--- src/rtl/mmul_pkg.sv ---
// -----------------------------------------------------------------------------
// mmul_pkg
// Shared definitions for the matrix-multiplier slice: the PE sequencer state
// encoding, datapath widths and default sizing parameters.
//
// Contents:
//   seq_state_t      - sequencer FSM states
//   DATA_W           - signed operand width fed to each PE
//   ACC_W            - signed PE accumulator / result width
//   PE_LATENCY       - edges from the PE sampling ready to done becoming visible
//   DEFAULT_DEPTH    - default maximum operand pairs per job
//   DEFAULT_TIMEOUT  - default WAIT cycles tolerated before a job is aborted
// -----------------------------------------------------------------------------
package mmul_pkg;

    typedef enum logic [2:0] {
        IDLE   = 3'd0,
        CLEAR  = 3'd1,
        FETCH  = 3'd2,
        ISSUE  = 3'd3,
        WAIT   = 3'd4,
        FINISH = 3'd5
    } seq_state_t;

    localparam int DATA_W          = 8;
    localparam int ACC_W           = 23;
    localparam int PE_LATENCY      = 9;
    localparam int DEFAULT_DEPTH   = 8;
    localparam int DEFAULT_TIMEOUT = 32;

endpackage

--- src/rtl/pe_dot_sequencer.sv ---
// -----------------------------------------------------------------------------
// pe_dot_sequencer
// Drives one signed shift-add processing element through a dot product of up
// to DEPTH operand pairs. A job clears the PE accumulator, then for every pair
// reads the operand buffer, hands the operands to the PE with a one-cycle
// ready strobe and waits for the PE done pulse. The final accumulator value is
// latched into result and announced with a one-cycle result_valid strobe.
// A job with an out-of-range length, or a PE that stops answering, produces a
// one-cycle err strobe instead.
//
// Ports:
//   clk          in   rising-edge clock
//   rst          in   synchronous active-high reset
//   start        in   job request, only looked at while idle
//   len          in   number of operand pairs, captured with start
//   busy         out  high whenever a job is in progress
//   mem_addr     out  registered operand buffer read address
//   a_data       in   operand A, valid the cycle after mem_addr
//   b_data       in   operand B, valid the cycle after mem_addr
//   pe_rst       out  clears the PE accumulator
//   pe_ready     out  one-cycle issue strobe to the PE
//   pe_data1     out  operand A while pe_ready, otherwise 0
//   pe_data2     out  operand B while pe_ready, otherwise 0
//   pe_done      in   one-cycle PE completion pulse
//   pe_result    in   PE accumulator value
//   result       out  latched dot product
//   result_valid out  one-cycle strobe, result just updated
//   err          out  one-cycle strobe, bad length or PE timeout
// -----------------------------------------------------------------------------
import mmul_pkg::*;

module pe_dot_sequencer #(
    parameter int DEPTH   = DEFAULT_DEPTH,
    parameter int ADDR_W  = 3,
    parameter int TIMEOUT = DEFAULT_TIMEOUT
) (
    input  logic              clk,
    input  logic              rst,
    input  logic              start,
    input  logic [ADDR_W:0]   len,
    output logic              busy,
    output logic [ADDR_W-1:0] mem_addr,
    input  logic [DATA_W-1:0] a_data,
    input  logic [DATA_W-1:0] b_data,
    output logic              pe_rst,
    output logic              pe_ready,
    output logic [DATA_W-1:0] pe_data1,
    output logic [DATA_W-1:0] pe_data2,
    input  logic              pe_done,
    input  logic [ACC_W-1:0]  pe_result,
    output logic [ACC_W-1:0]  result,
    output logic              result_valid,
    output logic              err
);

    localparam int                WD_W    = (TIMEOUT > 1) ? $clog2(TIMEOUT) : 1;
    localparam logic [WD_W-1:0]   WD_LAST = WD_W'(TIMEOUT - 1);
    localparam logic [ADDR_W:0]   DEPTH_L = (ADDR_W + 1)'(DEPTH);

    seq_state_t        state;
    seq_state_t        state_next;

    logic [ADDR_W-1:0] idx;
    logic [ADDR_W:0]   len_q;
    logic [WD_W-1:0]   watchdog;
    logic              err_q;
    logic              abort_q;

    logic              last_pair;
    logic              start_job;
    logic              empty_job;
    logic              bad_len;
    logic              next_pair;
    logic              final_pair;
    logic              timed_out;

    // The pair currently in flight is the last one when idx+1 reaches the
    // captured length; widening idx avoids wrap-around at idx == DEPTH-1.
    assign last_pair = (({1'b0, idx} + (ADDR_W + 1)'(1)) == len_q);

    // State register only; all sequencing decisions live in the block below.
    always_ff @(posedge clk) begin
        if (rst) begin
            state <= IDLE;
        end else begin
            state <= state_next;
        end
    end

    // Next-state decode. Besides the next state this produces single-cycle
    // event flags that the datapath register block acts on, so every decision
    // is made in exactly one place. pe_done is only consulted in WAIT, which
    // keeps an undriven or stale done line from disturbing any other state.
    always_comb begin
        state_next = state;
        start_job  = 1'b0;
        empty_job  = 1'b0;
        bad_len    = 1'b0;
        next_pair  = 1'b0;
        final_pair = 1'b0;
        timed_out  = 1'b0;
        case (state)
            IDLE: begin
                if (start) begin
                    if (len == '0) begin
                        empty_job  = 1'b1;
                        state_next = FINISH;
                    end else if (len > DEPTH_L) begin
                        bad_len    = 1'b1;
                    end else begin
                        start_job  = 1'b1;
                        state_next = CLEAR;
                    end
                end
            end
            CLEAR:  state_next = FETCH;
            FETCH:  state_next = ISSUE;
            ISSUE:  state_next = WAIT;
            WAIT: begin
                if (pe_done) begin
                    if (last_pair) begin
                        final_pair = 1'b1;
                        state_next = FINISH;
                    end else begin
                        next_pair  = 1'b1;
                        state_next = FETCH;
                    end
                end else if (watchdog == WD_LAST) begin
                    timed_out  = 1'b1;
                    state_next = IDLE;
                end
            end
            FINISH: state_next = IDLE;
            default: state_next = IDLE;
        endcase
    end

    // Datapath registers. The address for the next pair is loaded while still
    // in WAIT so that FETCH presents it to the buffer; the FETCH/ISSUE pair
    // that follows also gives the PE its recovery time after done. The error
    // and abort strobes are registered so they appear in the cycle after the
    // decision, when the FSM is already back in IDLE.
    always_ff @(posedge clk) begin
        if (rst) begin
            idx      <= '0;
            len_q    <= '0;
            watchdog <= '0;
            mem_addr <= '0;
            result   <= '0;
            err_q    <= 1'b0;
            abort_q  <= 1'b0;
        end else begin
            err_q   <= bad_len | timed_out;
            abort_q <= timed_out;

            if (start_job) begin
                len_q <= len;
            end

            if (empty_job) begin
                result <= '0;
            end else if (final_pair) begin
                result <= pe_result;
            end

            if (state == CLEAR) begin
                idx      <= '0;
                mem_addr <= '0;
            end else if (next_pair) begin
                idx      <= idx + ADDR_W'(1);
                mem_addr <= idx + ADDR_W'(1);
            end

            if (state == ISSUE) begin
                watchdog <= '0;
            end else if (state == WAIT) begin
                watchdog <= watchdog + WD_W'(1);
            end
        end
    end

    // Moore-style outputs decoded from the state, plus the registered strobes.
    // The PE operand lines are forced to zero outside the issue cycle so the
    // PE never sees stale buffer data.
    assign busy         = (state != IDLE);
    assign pe_ready     = (state == ISSUE);
    assign pe_rst       = (state == CLEAR) | abort_q;
    assign result_valid = (state == FINISH);
    assign err          = err_q;
    assign pe_data1     = pe_ready ? a_data : '0;
    assign pe_data2     = pe_ready ? b_data : '0;

endmodule

--- config.mk ---
export PLATFORM = sky130hd
export DESIGN_NAME = pe_dot_sequencer
export DESIGN_NICKNAME = d
export VERILOG_FILES = /design/src/rtl/mmul_pkg.sv /design/src/rtl/pe_dot_sequencer.sv
export SDC_FILE = /design/constraint.sdc
export NUM_CORES = 1
export LEC_CHECK = 0
export ABC_AREA = 0
export ABC_CLOCK_PERIOD_IN_PS = 1600
export BUFFER_PORTS_ARGS = -buffer_cell sky130_fd_sc_hd__buf_2
export CORE_MARGIN = 10
export CORE_UTILIZATION = 41
export CTS_CLUSTER_SIZE = 24
export DETAILED_ROUTE_END_ITERATION = 8
export PLACE_DENSITY_LB_ADDON = 0.12
export SLEW_MARGIN = 20
export SYNTH_ARGS = -nofsm -noshare
export SYNTH_HDL_FRONTEND = slang
export SYNTH_SLANG_ARGS = --single-unit
export TNS_END_PERCENT = 50
--- constraint.sdc ---
create_clock -name clk -period 1.6 [get_ports clk]
set_input_delay 0.32 -clock clk [delete_from_list [all_inputs] [get_ports clk]]
set_output_delay 0.32 -clock clk [all_outputs]
set_load 0.01 [all_outputs]
======== Word-level counts from Yosys, hierarchy flattened ========
Index checks and enable logic that the tools add are counted.
word-level totals
  register bits ........................... 40
operators by class
  reductions and logical operators ........ 7
  equal/unequal tests ..................... 10
  bitwise operators ....................... 2
  add/sub/neg operators ................... 3
  magnitude comparators ................... 1
  muxes and demuxes ....................... 29
operators by type and width
  cell                                                              count
  1-bit 2-to-1 mux                                                  20
  3-bit 2-to-1 mux                                                  6
  8-bit 2-to-1 mux                                                  2
  3-bit case mux with 5 select lines                                1
  3-bit by 2-bit == test with 1-bit output (second input constant)  2
  3-bit == test (second input constant)                             2
  3-bit inequality test (second input constant)                     2
  2-bit OR reduction                                                3
  5-bit by 1-bit adder with 5-bit output (second input constant)    1
  5-bit == test (second input constant)                             1
  3-bit by 1-bit adder with 4-bit output (second input constant)    1
  4-bit == test                                                     1
  4-bit > comparator (second input constant)                        1
  4-bit zero test                                                   1
  3-bit by 1-bit adder with 3-bit output (second input constant)    1
  3-bit by 1-bit == test with 1-bit output (second input constant)  1
  3-bit zero test                                                   1
  3-bit AND reduction                                               1
  3-bit nonzero test                                                1
  2-bit inequality test (second input constant)                     1
  1-bit OR                                                          2

======== Longest topological paths before layout ========
Gate-level depths: netlist of run 1.
  depth in word-level cells ............... 6
  mapped depth ............................ 7
  depth with buffers taken out ............ 7

======== Least setup slack after synthesis of run 1 ========
No wires, ideal clock.
  path kind ............................... register -> register
  start point ............................. register idx[0]
  end point ............................... register idx[0]
  cell stages (with the launch flop) ...... 6
  required time ........................... 1.528 ns
  setup slack ............................. -0.202 ns
  library setup time ...................... 0.072 ns
  period minus slack after synthesis ...... 1.802 ns
  arrival time ............................ 1.730 ns
  path through ............................ dfxtp_1 ha_1 xor2_1 or3_1 o21ai_1 mux2i_1
between the ends
  word-level cells in the longest chain between the ends .. 5
  elaborated cells on any way between the ends .. 6
RTL lines
  what                                    RTL line                 RTL
  start: declaration                      pe_dot_sequencer.sv:63   logic [ADDR_W-1:0] idx;
  start signal: assignment                pe_dot_sequencer.sv:170  idx <= idx + ADDR_W'(1);
  3-bit by 1-bit adder with 4-bit output  pe_dot_sequencer.sv:79   assign last_pair = (({1'b0, idx} + (ADDR_W + 1)'(1)) == len_q);
  4-bit == test                           pe_dot_sequencer.sv:79
  1-bit 2-to-1 mux                        pe_dot_sequencer.sv:121  if (last_pair) begin
  1-bit 2-to-1 mux                        pe_dot_sequencer.sv:120  if (pe_done) begin
  1-bit 2-to-1 mux                        pe_dot_sequencer.sv:102  case (state)
Several ways; a longest one is shown, not always the timed one.
A chain may end at the register's enable or synchronous reset.

======== Worst setup path after layout of run 1 ========
  start point ............................. register idx[0]
  end point ............................... register idx[2]
The elaborated chain is that of the path after synthesis.

==> results.cfg, run 1 <==
[detailed_routing]
wl_met1_mm = 2.42
avgRoutedWirePerCell_um = 14.8
met3WireLength_um = 543
ant_nets = 0
detail_route.first_pass.iterations = 4
wl_met2_mm = 2.87
maxUsedRoutingLayer = met4
initialDrtViolationCount = 59
drc = 0
viasPerCell = 4.85
route.vias.total = 1924
finalWirelength_mm = 5.86

[timing]
finalCritPeriodShare_pct = 103
rsz0062_at_grt = true
hold_viol = 0
drv_slew = 0
setup_viol = 32
hold_ws_ns = 0.262
slew_headroom_pct = 60.6
tightest_slew_ns = 0.589
setup_slack_ns = -0.0447
fin_crit_ns = 1.64
skew_ns = 0.00553
max_freq_ghz = 0.608

[logic_synthesis]
seq_area_frac_synth_pct = 40.9
synth_cell_types = 44
synthesis.area_um2 = 1960
yosysTopAreaCellShare_pct = 40.9
syn_avg_cell_area_um2 = 9.16
synth_edf_count = 0
yosys.area.top_type = dfxtp_1
synthTopCellsByArea = dfxtp_1, mux2i_1, nand2_1, and2_1, nor2_1
postSynthCellCount = 214
async_flop_share_pct = 0
yosys_register_bits = 40
ys.flop_type = dfxtp_1
yosysWarnings = 0
syn_nets = 264

[cts]
cts_tree = built
h-tree-depth = 2
clkSinkCount = 40
insertion_delay_ns = 0.29
hold_buffers = 0
clk_pin_slew_ns = 0.08
cts_buffers = 5
root_buffer = clkbuf_8
clk_path_buf_depth = 2

[global_route]
grt-ovfl-total = 0
antenna_found_initial = 0
grt_max_degree = 25
grt_pass1_vias = 2001
gr-usage-all-layers_pct = 14.4
grt_pass1_wl_mm = 9.16

[finish]
n_antenna_cell = 0
final_util_pct = 65.4
nets = 393
layout_commonest_cell = buf_2
layout_common_cells = buf_2, nand2_1, dfxtp_1
area_growth_pct = 56.5
post_route_cells_drive_above_1_share_pct = 49.0
fin_cells = 397

[setup_path]
worst-path-max-fanout = 4
cp.required_ns = 1.81
worstPathArrival_ns = 1.85
cp_cell_sequence = ha_4, xor2_2, or3_4, o211ai_1, mux2i_1
path_class = reg2reg
crit_path_end_kind = register
slowest_stage = dfxtp_4
cp-start-kind = register
critPathMaxStageDelay_ns = 0.37

[power_and_ir_drop]
power_leakage_nw = 1.69
irDropWorstVdd_mv = 0.592
p_per_area_nw_per_um2 = 886
power_mw = 2.72

[place]
dp_cells = 380
port_buffers = 93
routabilityCongestion = 0.785
dp_slack_ns = -0.210
hpwlAfterDp_mm = 4.21

[floorplan]
start_util_pct = 41.8
num_rows = 25
die_w_um = 89.1
die_h_um = 89.1
ios = 94
die_area_um2 = 7940
core_um2 = 4690

[flow_run]
cap_violations = 0

[worst_hold_path]
hold_class = in2reg

[run_status]
status = finished with violations
violations = negative setup slack
## cell families after synthesis
family                     Yosys count  share of synthesized area, %
muxes                               32                          16.3
DFF                                 40                          40.9
buffers and inverters               12                          3.70
AOI/OAI and AO/OA                   15                          5.68
xor gates and xnor gates             8                          4.34
and+or+nand+nor                    104                          27.1
adders and majority gates            3                          1.92
## worst max-delay path, delay by kind of cell (launching register included)
kind	cells	cell delay, ns
AOI/OAI and AO/OA	1	0.21
xor gates and xnor gates	1	0.16
adders and majority gates	1	0.25
DFF	1	0.37
muxes	1	0.23
and+or+nand+nor	1	0.35
## area by class of cell
cell class,instances,area [µm²]
fill,421,1630
multi-input combinational,163,1190
timing repair buffer,132,867
sequential,40,816
clock buffer,6,93.8
tap,54,67.6
clock inverter,1,30.0
inverter,1,3.75
## routing by layer
layer  up-vias  GRT usage, %
met3         4          6.20
met5         -             0
met1       869          16.9
li1        983             -
met4         0          3.03
met2        68          24.0
## registers in the layout (all words and copies together), names as in the netlist
name / cells
abort_q: 1
state: 3
idx: 3
err: 1
watchdog: 5
len_q: 4
result: 23
## stage by stage
step | instance area (µm²) | setup TNS, ns
after floorplan | 1980 | 0
after global placement | 2690 | -3.64
after detailed placement | 2690 | -4.53
after CTS | 3000 | -1.87
after global routing | 3070 | -4.28
final | 3070 | -0.772
## path summary, 6_finish.rpt
check / start / endpoint / slack [ns] / cells after the start
min: pe_result[12] / result[12] / 0.26 / 3
max reg2reg: idx[0] / idx[2] / -0.04 / 5
max: idx[0] / idx[2] / -0.04 / 5
min reg2reg: result[15] / result[15] / 0.45 / 2
## cells in the mapped netlist (2+ instances only)
| library cell | number |
|---|---|
| a21oi_1 | 4 |
| and2_1 | 16 |
| buf_6 | 3 |
| clkbuf_1 | 6 |
| dfxtp_1 | 40 |
| ha_1 | 3 |
| mux2i_1 | 32 |
| nand2_1 | 52 |
| nand3b_1 | 2 |
| nor2_1 | 14 |
| nor4_1 | 2 |
| or3_1 | 3 |
| xnor2_1 | 3 |
| xor2_1 | 4 |
## what timing repair did
action | CTS | global route
resized for setup | 29 | 6
setup endpoints to repair | 45 | 53
setup buffers | 5 | 2
pin swaps | 21 | 5
gates cloned | 2 | 1
## where the power goes
part           internal [mW]  switching [mW]
clock network          0.552           0.355
registers               1.03          0.0376
logic                  0.406           0.335
total                   1.99           0.728
Power figures use the tool's default switching activity.
==> run 2: changes to the inputs <==
SKIP_LAST_GASP = 1   (was default)
==> run 2 against run 1 <==
The flow still finishes with violations (negative setup slack). Worst hold slack better by 0.00056 ns. First-iteration DRC count is 8.5% lower. Sequential share of layout area down 0.11 points. Combinational power is 2% higher. Worst setup slack got worse by 0.025 ns. Via count up 1.1%. Utilization increased by 0.48 points. Routed wire length rose by 1.5%. Global-route usage fell by 0.10 points. Sequential cell count did not move. Design area grew 0.73%. Register-to-register slack lost 0.03 ns.
==> results.cfg, run 2 (synthesis results as in run 1) <==
[timing]
finalCritPeriodShare_pct = 104
max_freq_ghz = 0.599
rsz0062_at_grt = true
drv_slew = 0
slew_headroom_pct = 60.2
hold_ws_ns = 0.263
tightest_slew_ns = 0.596
hold_viol = 0
fin_crit_ns = 1.67
setup_slack_ns = -0.0699
setup_viol = 45
skew_ns = 0.00490

[cts]
clk_path_buf_depth = 2
clkSinkCount = 40
insertion_delay_ns = 0.29
root_buffer = clkbuf_8
cts_tree = built
h-tree-depth = 2
hold_buffers = 0
cts_buffers = 5
clk_pin_slew_ns = 0.08

[global_route]
grt-ovfl-total = 0
grt_pass1_vias = 1972
grt_max_degree = 25
gr-usage-all-layers_pct = 14.3
antenna_found_initial = 0
grt_pass1_wl_mm = 9.08

[setup_path]
worst-path-max-fanout = 4
crit_family = flip-flops
cp-start-kind = register
worstPathArrival_ns = 1.88
cp.required_ns = 1.81
worst-path-buf-inv = 0
slowest_stage = dfxtp_4
cp_cell_sequence = ha_4, xor2_1, or3_1, o211ai_1, mux2i_1
path_class = reg2reg
critPathMaxStageDelay_ns = 0.37
crit_path_end_kind = register

[power_and_ir_drop]
seqPwrFrac_pct = 39.1
swShare_pct = 26.6
power_frac_clock_pct = 33.3
irDropWorstVdd_mv = 0.589
power_switching_uw = 727
internal_power_mw = 2.00
p_comb_share_pct = 27.6
p_per_area_nw_per_um2 = 883
power_leakage_nw = 1.70

[detailed_routing]
initialDrtViolationCount = 54
avgRoutedWirePerCell_um = 14.9
route.vias.total = 1945
finalWirelength_mm = 5.95
drc = 0
detail_route.first_pass.iterations = 4
viasPerCell = 4.87
ant_nets = 0

[finish]
final_util_pct = 65.8
fin_cells = 399
layout_commonest_cell = buf_2
seq_area_um2 = 818
nets = 395
layout_common_cells = buf_2, nand2_1, dfxtp_1
fillerInstances = 425
largest_reg_flops = 23
regMostFlops = result
reg.largest.list = result x23, watchdog x5, len_q x4
n_antenna_cell = 0
post_route_cells_drive_above_1_share_pct = 49.0
area_growth_pct = 57.7
multiInputGateArea_um2 = 1180

[floorplan]
die_h_um = 89.1
core_um2 = 4690
ios = 94
start_util_pct = 41.8
num_rows = 25
die_area_um2 = 7940
die_w_um = 89.1

[place]
dp_slack_ns = -0.210
hpwlAfterDp_mm = 4.21
dp_cells = 380
routabilityCongestion = 0.785
port_buffers = 93

[flow_run]
cap_violations = 0

[run_status]
violations = negative setup slack
status = finished with violations

[worst_hold_path]
hold_class = in2reg
## run 2: cell types whose count changed in the layout (fill, tap and decap cells not counted), sizes merged
cell | previous run | this run
buf | 131 | 133
## run 2: timing repair
action                                  4_1_cts  5_1_grt
cloned                                        2        2
resized for setup                            24       14
pin swaps                                    20        5
setup buffers                                 5        3
endpoints found under the setup margin       45       53
## run 2: worst min-delay path: cells and delay by family
kind                   cells  cell delay [ns]
multiplexers               1             0.05
buffers and inverters      1             0.09
AND/OR/NAND/NOR            1             0.04
## run 2: cell type report
class                           instances  area share (%)
Multi-Input combinational cell        163            38.1
Timing Repair Buffer                  134            29.1
Sequential cell                        40            26.5
Clock buffer                            6            3.04
Tap cell                               54            2.19
Clock inverter                          1           0.972
Inverter                                1           0.122
## run 2: through the flow
stage | TNS [ns] | cell area, µm² | total power [mW]
6_report | -1.15 | 3090 | 2.73
5_1_grt | -4.42 | 3090 | 2.85
4_1_cts | -2.24 | 2970 | 2.69
3_5_place_dp | -4.53 | 2690 | 1.64
3_3_place_gp | -3.64 | 2690 | 1.63
2_1_floorplan | 0 | 1980 | 1.38
## run 2: routing by layer
layer | part of all wire, % | global-route usage [%] | vias up
met5 | 0 | 0 | -
met4 | 0.42 | 3.03 | 0
met3 | 8.7 | 6.20 | 4
met2 | 50 | 23.8 | 56
met1 | 41 | 16.7 | 899
li1 | - | - | 986
## run 2: worst paths after layout
kind | startpoint | end | slack, ns | cells past startpoint
worst max-delay path | idx[0] | idx[2] | -0.07 | 5
worst min-delay path | pe_result[12] | result[12] | 0.26 | 3
worst min register to register | result[15] | result[15] | 0.45 | 2
worst max register to register | idx[0] | idx[2] | -0.07 | 5
## run 2: power by group through the flow
stage,Sequential [mW],Clock [mW],Combinational [mW]
2_1_floorplan,1.06,0,0.321
3_3_place_gp,1.08,0,0.548
3_5_place_dp,1.08,0,0.559
4_1_cts,1.07,0.929,0.691
5_1_grt,1.07,0.971,0.807
6_report,1.07,0.908,0.752
==> run 3: changes to the inputs <==
GPL_TIMING_DRIVEN = 0   (was default)
==> run 3 against run 2 <==
The flow still finishes with violations (negative setup slack). Total power decreased by 4.7%. Design area decreased by 5.0%. Global-route usage shrank 1.1 points. Worst setup slack gained 0.0043 ns. Non-clock buffer count down 18. Combinational power is 13% lower. Clock power is 1% lower. Clock skew hardly changed. Sequential power hardly changed. Worst hold slack better by 0.00088 ns. Sequential share of layout area grew 1.2 points. Highest routed layer unchanged.
==> results.cfg, run 3 (synthesis results as in run 1) <==
[floorplan]
die_w_um = 89.1
ios = 94
start_util_pct = 41.8
die_area_um2 = 7940
die_h_um = 89.1
num_rows = 25
core_um2 = 4690

[finish]
largest_reg_flops = 23
post_route_cells_drive_above_1_share_pct = 47.5
area_growth_pct = 49.7
seq_area_um2 = 813
reg.largest.list = result x23, watchdog x5, len_q x4
n_antenna_cell = 0
multiInputGateArea_um2 = 1190
fillerInstances = 421
final_util_pct = 62.5
fin_cells = 380
regMostFlops = result
layout_common_cells = buf_2, nand2_1, dfxtp_1
finalInstanceArea_um2 = 2930
nets = 376
layout_commonest_cell = buf_2

[setup_path]
cp-start-kind = register
worst-path-buf-inv = 3
crit_family = buffers and inverters
worst-path-max-fanout = 7
critPathMaxStageDelay_ns = 0.33
crit_path_end_kind = output port
cp_cell_sequence = buf_6, nand2_4, nor2_4, clkbuf_8, and2_1, buf_2
cp.required_ns = 1.28
path_class = reg2out
slowest_stage = dfxtp_2
worstPathArrival_ns = 1.35

[detailed_routing]
detail_route.first_pass.iterations = 4
initialDrtViolationCount = 63
drc = 0
finalWirelength_mm = 5.54
route.vias.total = 1853
wl_met2_mm = 2.68
avgRoutedWirePerCell_um = 14.6
wl_met1_mm = 2.34
viasPerCell = 4.88
met3WireLength_um = 470
ant_nets = 0
maxUsedRoutingLayer = met4

[place]
dp_cells = 361
port_buffers = 93
placed_cell_area_um2 = 2510
dp_slack_ns = -0.325
hpwlAfterDp_mm = 4.15
routabilityCongestion = 0.741

[global_route]
grt_pass1_vias = 1854
grt_pass1_wl_mm = 8.40
grt_max_degree = 13
antenna_found_initial = 0
grt-ovfl-total = 0
gr-usage-all-layers_pct = 13.2

[cts]
clkSinkCount = 40
clk_pin_slew_ns = 0.08
insertion_delay_ns = 0.29
root_buffer = clkbuf_8
h-tree-depth = 2
cts_tree = built
clk_path_buf_depth = 2
cts_buffers = 5

[timing]
hold_ws_ns = 0.264
setup_slack_ns = -0.0656
finalCritPeriodShare_pct = 104
skew_ns = 0.00446
drv_slew = 0
max_freq_ghz = 0.600
setup_viol = 44
rsz0062_at_grt = true
slew_headroom_pct = 46.2
fin_crit_ns = 1.67
tightest_slew_ns = 0.799
hold_viol = 0

[flow_run]
cap_violations = 0

[run_status]
violations = negative setup slack
status = finished with violations

[power_and_ir_drop]
p_per_area_nw_per_um2 = 886
irDropWorstVdd_mv = 0.554
power_leakage_nw = 1.59

[worst_hold_path]
hold_class = in2reg
run 3: through the flow:
stage | setup TNS, ns | power (mW)
after floorplan | 0 | 1.38
after global placement | -8.86 | 1.54
after detailed placement | -10.60 | 1.55
after CTS | -2.26 | 2.57
after global routing | -4.89 | 2.72
final | -1.14 | 2.60
run 3: layer usage:
metal  vias up  global-route usage (%)
li1        949                       -
met1       837                    15.5
met2        60                    21.8
met3         7                    5.20
met4         0                    3.47
met5         -                       0
run 3: area by class of cell:
| class | instances | area share [%] |
|---|---|---|
| tap | 54 | 2.30 |
| clock inverter | 1 | 1.02 |
| clock buffer | 6 | 3.20 |
| multi-input combinational | 162 | 40.7 |
| sequential | 40 | 27.7 |
| buffer | 11 | 3.58 |
| timing repair buffer | 105 | 21.3 |
| inverter | 1 | 0.128 |
run 3: worst paths after layout:
path	slack, ns	endpoint	from	cells past startpoint
setup / recovery	-0.07	pe_data1[6]	state[0]	6
setup reg to reg	-0.06	idx[2]	idx[0]	5
hold reg to reg	0.46	result[15]	result[15]	2
hold / removal	0.26	result[15]	pe_result[15]	3
run 3: tightest hold or removal path: cells and delay by family:
family | cells | cell delay [ns]
buffers and inverters | 1 | 0.10
multiplexers | 1 | 0.05
AND/OR/NAND/NOR | 1 | 0.04
run 3: power by group:
part | internal (mW) | switching (mW)
clock network | 0.551 | 0.348
logic | 0.335 | 0.320
registers | 1.02 | 0.0196
total | 1.91 | 0.688
run 3: timing repair:
action                     in CTS  in global routing
pin swaps                       5                 12
hold buffers                    0                  0
gates resized for setup        28                 29
setup buffers                   9                  2
setup endpoints to repair      46                 56
cloned                          1                  0
